$ cat src/rtl/mux_rr_arbiter_pkg.sv
// ---------------------------------------------------------------------------
// mux_rr_arbiter_pkg
// Shared definitions for the round-robin packet arbiter:
//   - arb_state_t : arbitration FSM states (idle / locked to in0 / in1)
//   - cnt_width() : width of the per-packet beat counter for a given limit
// ---------------------------------------------------------------------------
package mux_rr_arbiter_pkg;

    typedef enum logic [1:0] {
        ST_IDLE  = 2'd0,
        ST_LOCK0 = 2'd1,
        ST_LOCK1 = 2'd2
    } arb_state_t;

    // The counter must be able to hold MAX_BEATS itself, hence +1.
    function automatic int cnt_width(input int max_beats);
        return $clog2(max_beats + 1);
    endfunction

endpackage

$ cat src/rtl/mux_rr_arbiter_mux.sv
// ---------------------------------------------------------------------------
// mux
// Plain 2:1 WIDTH-bit combinational multiplexer used as the shared datapath.
// Ports:
//   in0, in1 : data inputs
//   sel      : 0 selects in0, 1 selects in1
//   out      : selected data
// ---------------------------------------------------------------------------
module mux #(
    parameter int WIDTH = 5
) (
    input  logic [WIDTH-1:0] in0,
    input  logic [WIDTH-1:0] in1,
    input  logic             sel,
    output logic [WIDTH-1:0] out
);

    genvar gi;
    generate
        for (gi = 0; gi < WIDTH; gi++) begin : g_bit
            assign out[gi] = sel ? in1[gi] : in0[gi];
        end
    endgenerate

endmodule

$ cat src/rtl/mux_rr_arbiter.sv
// ---------------------------------------------------------------------------
// mux_rr_arbiter
// Round-robin arbiter sharing one 2:1 mux between two valid/ready packet
// producers. The grant is locked for a whole packet (up to MAX_BEATS beats,
// after which it is force-released) and the selected beat is captured in a
// registered output stage.
// Ports:
//   clk, rst_n                       : clock, async active-low reset
//   in{0,1}_valid/_data/_last        : requester beats
//   in{0,1}_ready                    : beat accepted when valid && ready
//   out_valid/_data/_last/_sel       : registered output beat and its source
//   out_ready                        : consumer accepts the output beat
//   err_overrun                      : one-cycle pulse with a forced-release beat
// ---------------------------------------------------------------------------
module mux_rr_arbiter
    import mux_rr_arbiter_pkg::*;
#(
    parameter int WIDTH     = 5,
    parameter int MAX_BEATS = 8
) (
    input  logic             clk,
    input  logic             rst_n,
    input  logic             in0_valid,
    input  logic [WIDTH-1:0] in0_data,
    input  logic             in0_last,
    output logic             in0_ready,
    input  logic             in1_valid,
    input  logic [WIDTH-1:0] in1_data,
    input  logic             in1_last,
    output logic             in1_ready,
    output logic             out_valid,
    output logic [WIDTH-1:0] out_data,
    output logic             out_last,
    output logic             out_sel,
    input  logic             out_ready,
    output logic             err_overrun
);

    localparam int CW = cnt_width(MAX_BEATS);

    arb_state_t       state_reg, state_next;
    logic             last_grant_reg, last_grant_next;
    logic [CW-1:0]    beat_cnt_reg, beat_cnt_next;

    logic             out_valid_reg;
    logic [WIDTH-1:0] out_data_reg;
    logic             out_last_reg;
    logic             out_sel_reg;
    logic             err_overrun_reg;

    logic             load;
    logic             winner;
    logic             sel;
    logic             sel_valid;
    logic             sel_last;
    logic             accept;
    logic             forced;
    logic [CW-1:0]    beat_cnt_inc;
    logic [WIDTH-1:0] mux_out;

    // Output stage can take a new beat when empty or being drained this cycle.
    assign load = !out_valid_reg || out_ready;

    // Idle winner: sole valid requester, or the one not granted last on a tie.
    always_comb begin
        winner = 1'b0;
        if (in0_valid && in1_valid) begin
            winner = ~last_grant_reg;
        end else if (in1_valid) begin
            winner = 1'b1;
        end
    end

    always_comb begin
        sel = winner;
        case (state_reg)
            ST_LOCK0: sel = 1'b0;
            ST_LOCK1: sel = 1'b1;
            default:  sel = winner;
        endcase
    end

    // In IDLE only a valid winner sees ready; in a lock the owner sees ready
    // regardless of its valid and the other side is held off.
    always_comb begin
        in0_ready = 1'b0;
        in1_ready = 1'b0;
        case (state_reg)
            ST_LOCK0: in0_ready = load;
            ST_LOCK1: in1_ready = load;
            default: begin
                in0_ready = load && in0_valid && !winner;
                in1_ready = load && in1_valid &&  winner;
            end
        endcase
    end

    assign sel_valid    = sel ? in1_valid : in0_valid;
    assign sel_last     = sel ? in1_last  : in0_last;
    assign accept       = sel_valid && load;
    assign beat_cnt_inc = beat_cnt_reg + CW'(1);

    // A locked packet reaching its beat limit without last is cut short.
    assign forced = accept && (state_reg != ST_IDLE) && !sel_last
                    && (beat_cnt_inc == CW'(MAX_BEATS));

    mux #(
        .WIDTH (WIDTH)
    ) u_mux (
        .in0 (in0_data),
        .in1 (in1_data),
        .sel (sel),
        .out (mux_out)
    );

    // Arbitration FSM: next-state logic.
    always_comb begin
        state_next      = state_reg;
        last_grant_next = last_grant_reg;
        beat_cnt_next   = beat_cnt_reg;
        case (state_reg)
            ST_IDLE: begin
                if (accept) begin
                    if (sel_last) begin
                        last_grant_next = sel;
                    end else begin
                        state_next    = sel ? ST_LOCK1 : ST_LOCK0;
                        beat_cnt_next = CW'(1);
                    end
                end
            end
            ST_LOCK0, ST_LOCK1: begin
                if (accept) begin
                    if (sel_last || forced) begin
                        state_next      = ST_IDLE;
                        last_grant_next = sel;
                        beat_cnt_next   = '0;
                    end else begin
                        beat_cnt_next = beat_cnt_inc;
                    end
                end
            end
            default: begin
                state_next    = ST_IDLE;
                beat_cnt_next = '0;
            end
        endcase
    end

    always_ff @(posedge clk or negedge rst_n) begin
        if (!rst_n) begin
            state_reg      <= ST_IDLE;
            last_grant_reg <= 1'b1;
            beat_cnt_reg   <= '0;
        end else begin
            state_reg      <= state_next;
            last_grant_reg <= last_grant_next;
            beat_cnt_reg   <= beat_cnt_next;
        end
    end

    // Registered output stage; payload holds when no beat is accepted.
    always_ff @(posedge clk or negedge rst_n) begin
        if (!rst_n) begin
            out_valid_reg   <= 1'b0;
            out_data_reg    <= '0;
            out_last_reg    <= 1'b0;
            out_sel_reg     <= 1'b0;
            err_overrun_reg <= 1'b0;
        end else begin
            err_overrun_reg <= forced;
            if (load) begin
                out_valid_reg <= accept;
            end
            if (accept) begin
                out_data_reg <= mux_out;
                out_last_reg <= sel_last || forced;
                out_sel_reg  <= sel;
            end
        end
    end

    assign out_valid   = out_valid_reg;
    assign out_data    = out_data_reg;
    assign out_last    = out_last_reg;
    assign out_sel     = out_sel_reg;
    assign err_overrun = err_overrun_reg;

endmodule
$ cat config.mk
export PLATFORM = sky130hd
export DESIGN_NAME = mux_rr_arbiter
export DESIGN_NICKNAME = d
export VERILOG_FILES = /design/src/rtl/mux_rr_arbiter_pkg.sv /design/src/rtl/mux_rr_arbiter_mux.sv /design/src/rtl/mux_rr_arbiter.sv
export SDC_FILE = /design/constraint.sdc
export NUM_CORES = 1
export LEC_CHECK = 0
export BUFFER_PORTS_ARGS = -buffer_cell sky130_fd_sc_hd__buf_2
export CAP_MARGIN = 5
export CORE_MARGIN = 2
export CORE_UTILIZATION = 40
export CTS_CLUSTER_SIZE = 30
export DETAILED_ROUTE_END_ITERATION = 10
export GPL_ROUTABILITY_DRIVEN = 0
export MAX_ROUTING_LAYER = met4
export PLACE_DENSITY = 0.75
export RECOVER_POWER = 25
export REMOVE_ABC_BUFFERS = 1
export SETUP_SLACK_MARGIN = 0.1
export SLEW_MARGIN = 10
export SYNTH_ARGS = -nofsm -noshare
export SYNTH_HDL_FRONTEND = slang
export SYNTH_HIERARCHICAL = 1
export SYNTH_SLANG_ARGS = --single-unit
$ cat constraint.sdc
create_clock -name clk -period 4.21 [get_ports clk]
set_input_delay 1.0525 -clock clk [delete_from_list [all_inputs] [get_ports clk]]
set_output_delay 1.0525 -clock clk [all_outputs]
set_load 0.02 [all_outputs]
==> out/results.tsv <==
metric	value	unit
rsz0062_at_grt	false	
fmax	0.320	GHz
place_ws	1100	ps
worst_hold_slack	495	ps
ys_async_sr_fraction	100	%
design.die.area	0.00309	mm2
outcome	finished clean	
slew_headroom	42.3	%
irDropWorstVdd	0.000364	V
grt_max_degree	17	
syn-cell-area	0.00107	mm2
fin_crit	3130	ps
stdcell_count	161	
utilization	50.7	%
cap_violations	0	
synth_edf_count	0	
vias	889	
period_share	74.3	%
critPathArrivalTime	2070	ps
fin_ws	1080	ps
coreArea	0.00250	mm2
num_rows	18	
drc	0	
synth_top_area_share	35.2	%
avgSynthCellArea	10.6	um2
cts_tree	yes	
io_pins	28	
finalSetupViolations	0	
cts_max_path_buffers	2	
n_antenna_cell	0	
routed_wl	2.36	mm
htreeDepth	1	
clkTransAtPathRegs	100	ps
synth.ff_latch_count	16	
start_kind	primary input	
grt_pass1_wl	3.99	mm
firstDrtPassIters	4	
drt_iter0_drc	15	
yosysSeqAreaShare	37.7	%
dpl.hpwl	1.76	mm
grt_overflow_total	0	
routedWlPerCell	14.7	um
path_max_fanout	7	
antenna_found_initial	0	
post_cts_resized	0	
postCtsHoldBufs	0	
finalMaxSlewViolations	0	
hold_path.class	register to register	
grt_pass1_vias	901	
yosysUniqueCellTypes	32	
clock_sinks	16	
required	3160	ps
drt.antenna.violating_nets	0	
insertion_delay	300	ps
nets	154	
drive_gt1_share	36.6	%
hold_violations	0	
postCtsSetupBuffers	0	
synth_largest_area_cell	dfrtp_1	
cts_made_buffers	3	
die_w	55.6	um
worstSetupEndpointType	primary output	
fp.dieH	55.6	um
viasPerCell	5.52	
leakagePower	0.563	nW
crit_type	primary input to primary output	
largest_reg_flops	5	
fin_setup_tns	0	ps
initial_utilization	42.6	%
portBuffers	27	
powerDensity	715	mW/mm2
fin_skew	5.47	ps
root_buffer	clkbuf_4	
synth_warnings	6	
syn2layout_area_growth	18.8	%
tightest_slew	865	ps
synthTopCellsByArea	dfrtp_1, mux2_1, ha_1, mux2_2, a2111oi_4	
place_inst	157	
synth_ff_type	dfrtp_1	
netlist_instances	101	
grt_usage	16.8	%
## final cells by class
class                      instances  area, um2
fill                             234       1230
timing repair buffer              27        134
inverter                           9       33.8
clock buffer                       4       36.3
sequential                        16        402
tap                               30       37.5
multi-input combinational         75        623
## cell usage after synthesis, types with 2 or more instances
cell       number
a2111oi_4       2
a21oi_1         4
a22oi_1         2
dfrtp_1        15
ha_1            5
inv_1           9
mux2_1          6
mux2_2          5
mux2_4          2
nand2_1        10
nand2b_1        3
nand3_1         5
nor2_1          4
nor2b_1         2
o211ai_1        4
o21ai_0         2
o21ai_1         2
o22ai_1         3
or2_2           3
## power by group
part           leakage, nW  total (W)  internal (W)  switching [W]
registers            0.196   0.000263      0.000217      0.0000457
logic                0.346   0.000534      0.000222       0.000312
clock network       0.0210   0.000108     0.0000528      0.0000557
total                0.563   0.000906      0.000492       0.000414
## stage by stage
stage,total power (W),cell area (um2)
2_1_floorplan,0.000662,1060
5_1_grt,0.000976,1270
3_5_place_dp,0.000797,1230
3_3_place_gp,0.000775,1230
6_report,0.000906,1270
4_1_cts,0.000910,1270
## cells by family after synthesis
kind of cell             count (synthesis)  share of synthesized area (%)
flip-flops                              16                           37.7
AO/OA/AOI/OAI                           27                           24.1
AND/OR/NAND/NOR                         30                           14.1
multiplexers                            13                           14.4
adder cells (fa/ha/maj)                  5                           5.87
buffers and inverters                   10                           3.87
## metal layers
layer / track usage (%) / vias to the layer above / routed length [um]
met4: 7.67 / 0 / 36
met1: 21.1 / 431 / 1010
met5: - / - / 0
met2: 26.4 / 27 / 1200
met3: 3.26 / 3 / 112
li1: - / 428 / -
## critical path, stage by stage
cell     delay (ps)
buf_2           130
nor2b_1         160
a22oi_1         460
nor2_1          100
buf_2           180
## path summary, 6_finish.rpt
| check | slack, ps | depth (start not counted) | startpoint | end |
|---|---|---|---|---|
| max reg2reg | 1740 | 7 | state_reg[0] | out_data[4] |
| max in group asynchronous | 2850 | 1 | rst_n | out_data[4] |
| min | 500 | 1 | out_data[1] | out_data[1] |
| max | 1080 | 5 | in1_valid | in1_ready |
| min in group asynchronous | 820 | 1 | rst_n | out_sel |
| min reg2reg | 500 | 1 | out_data[1] | out_data[1] |
## placed cells by master, fill, tap and decap left out, types with 2 or more instances in the layout
cell type,instances
mux2_1,6
o211ai_1,4
o22ai_1,3
nor2b_1,2
ha_1,5
dfrtp_1,15
nand2_1,10
inv_1,9
nand2b_1,3
clkbuf_4,3
nand3_1,5
o21ai_1,2
a21oi_1,4
a22oi_1,2
mux2_2,5
or2_2,3
a2111oi_4,2
mux2_4,2
nor2_1,4
buf_2,26
o21ai_0,2
(Power assumes the default switching activity.)
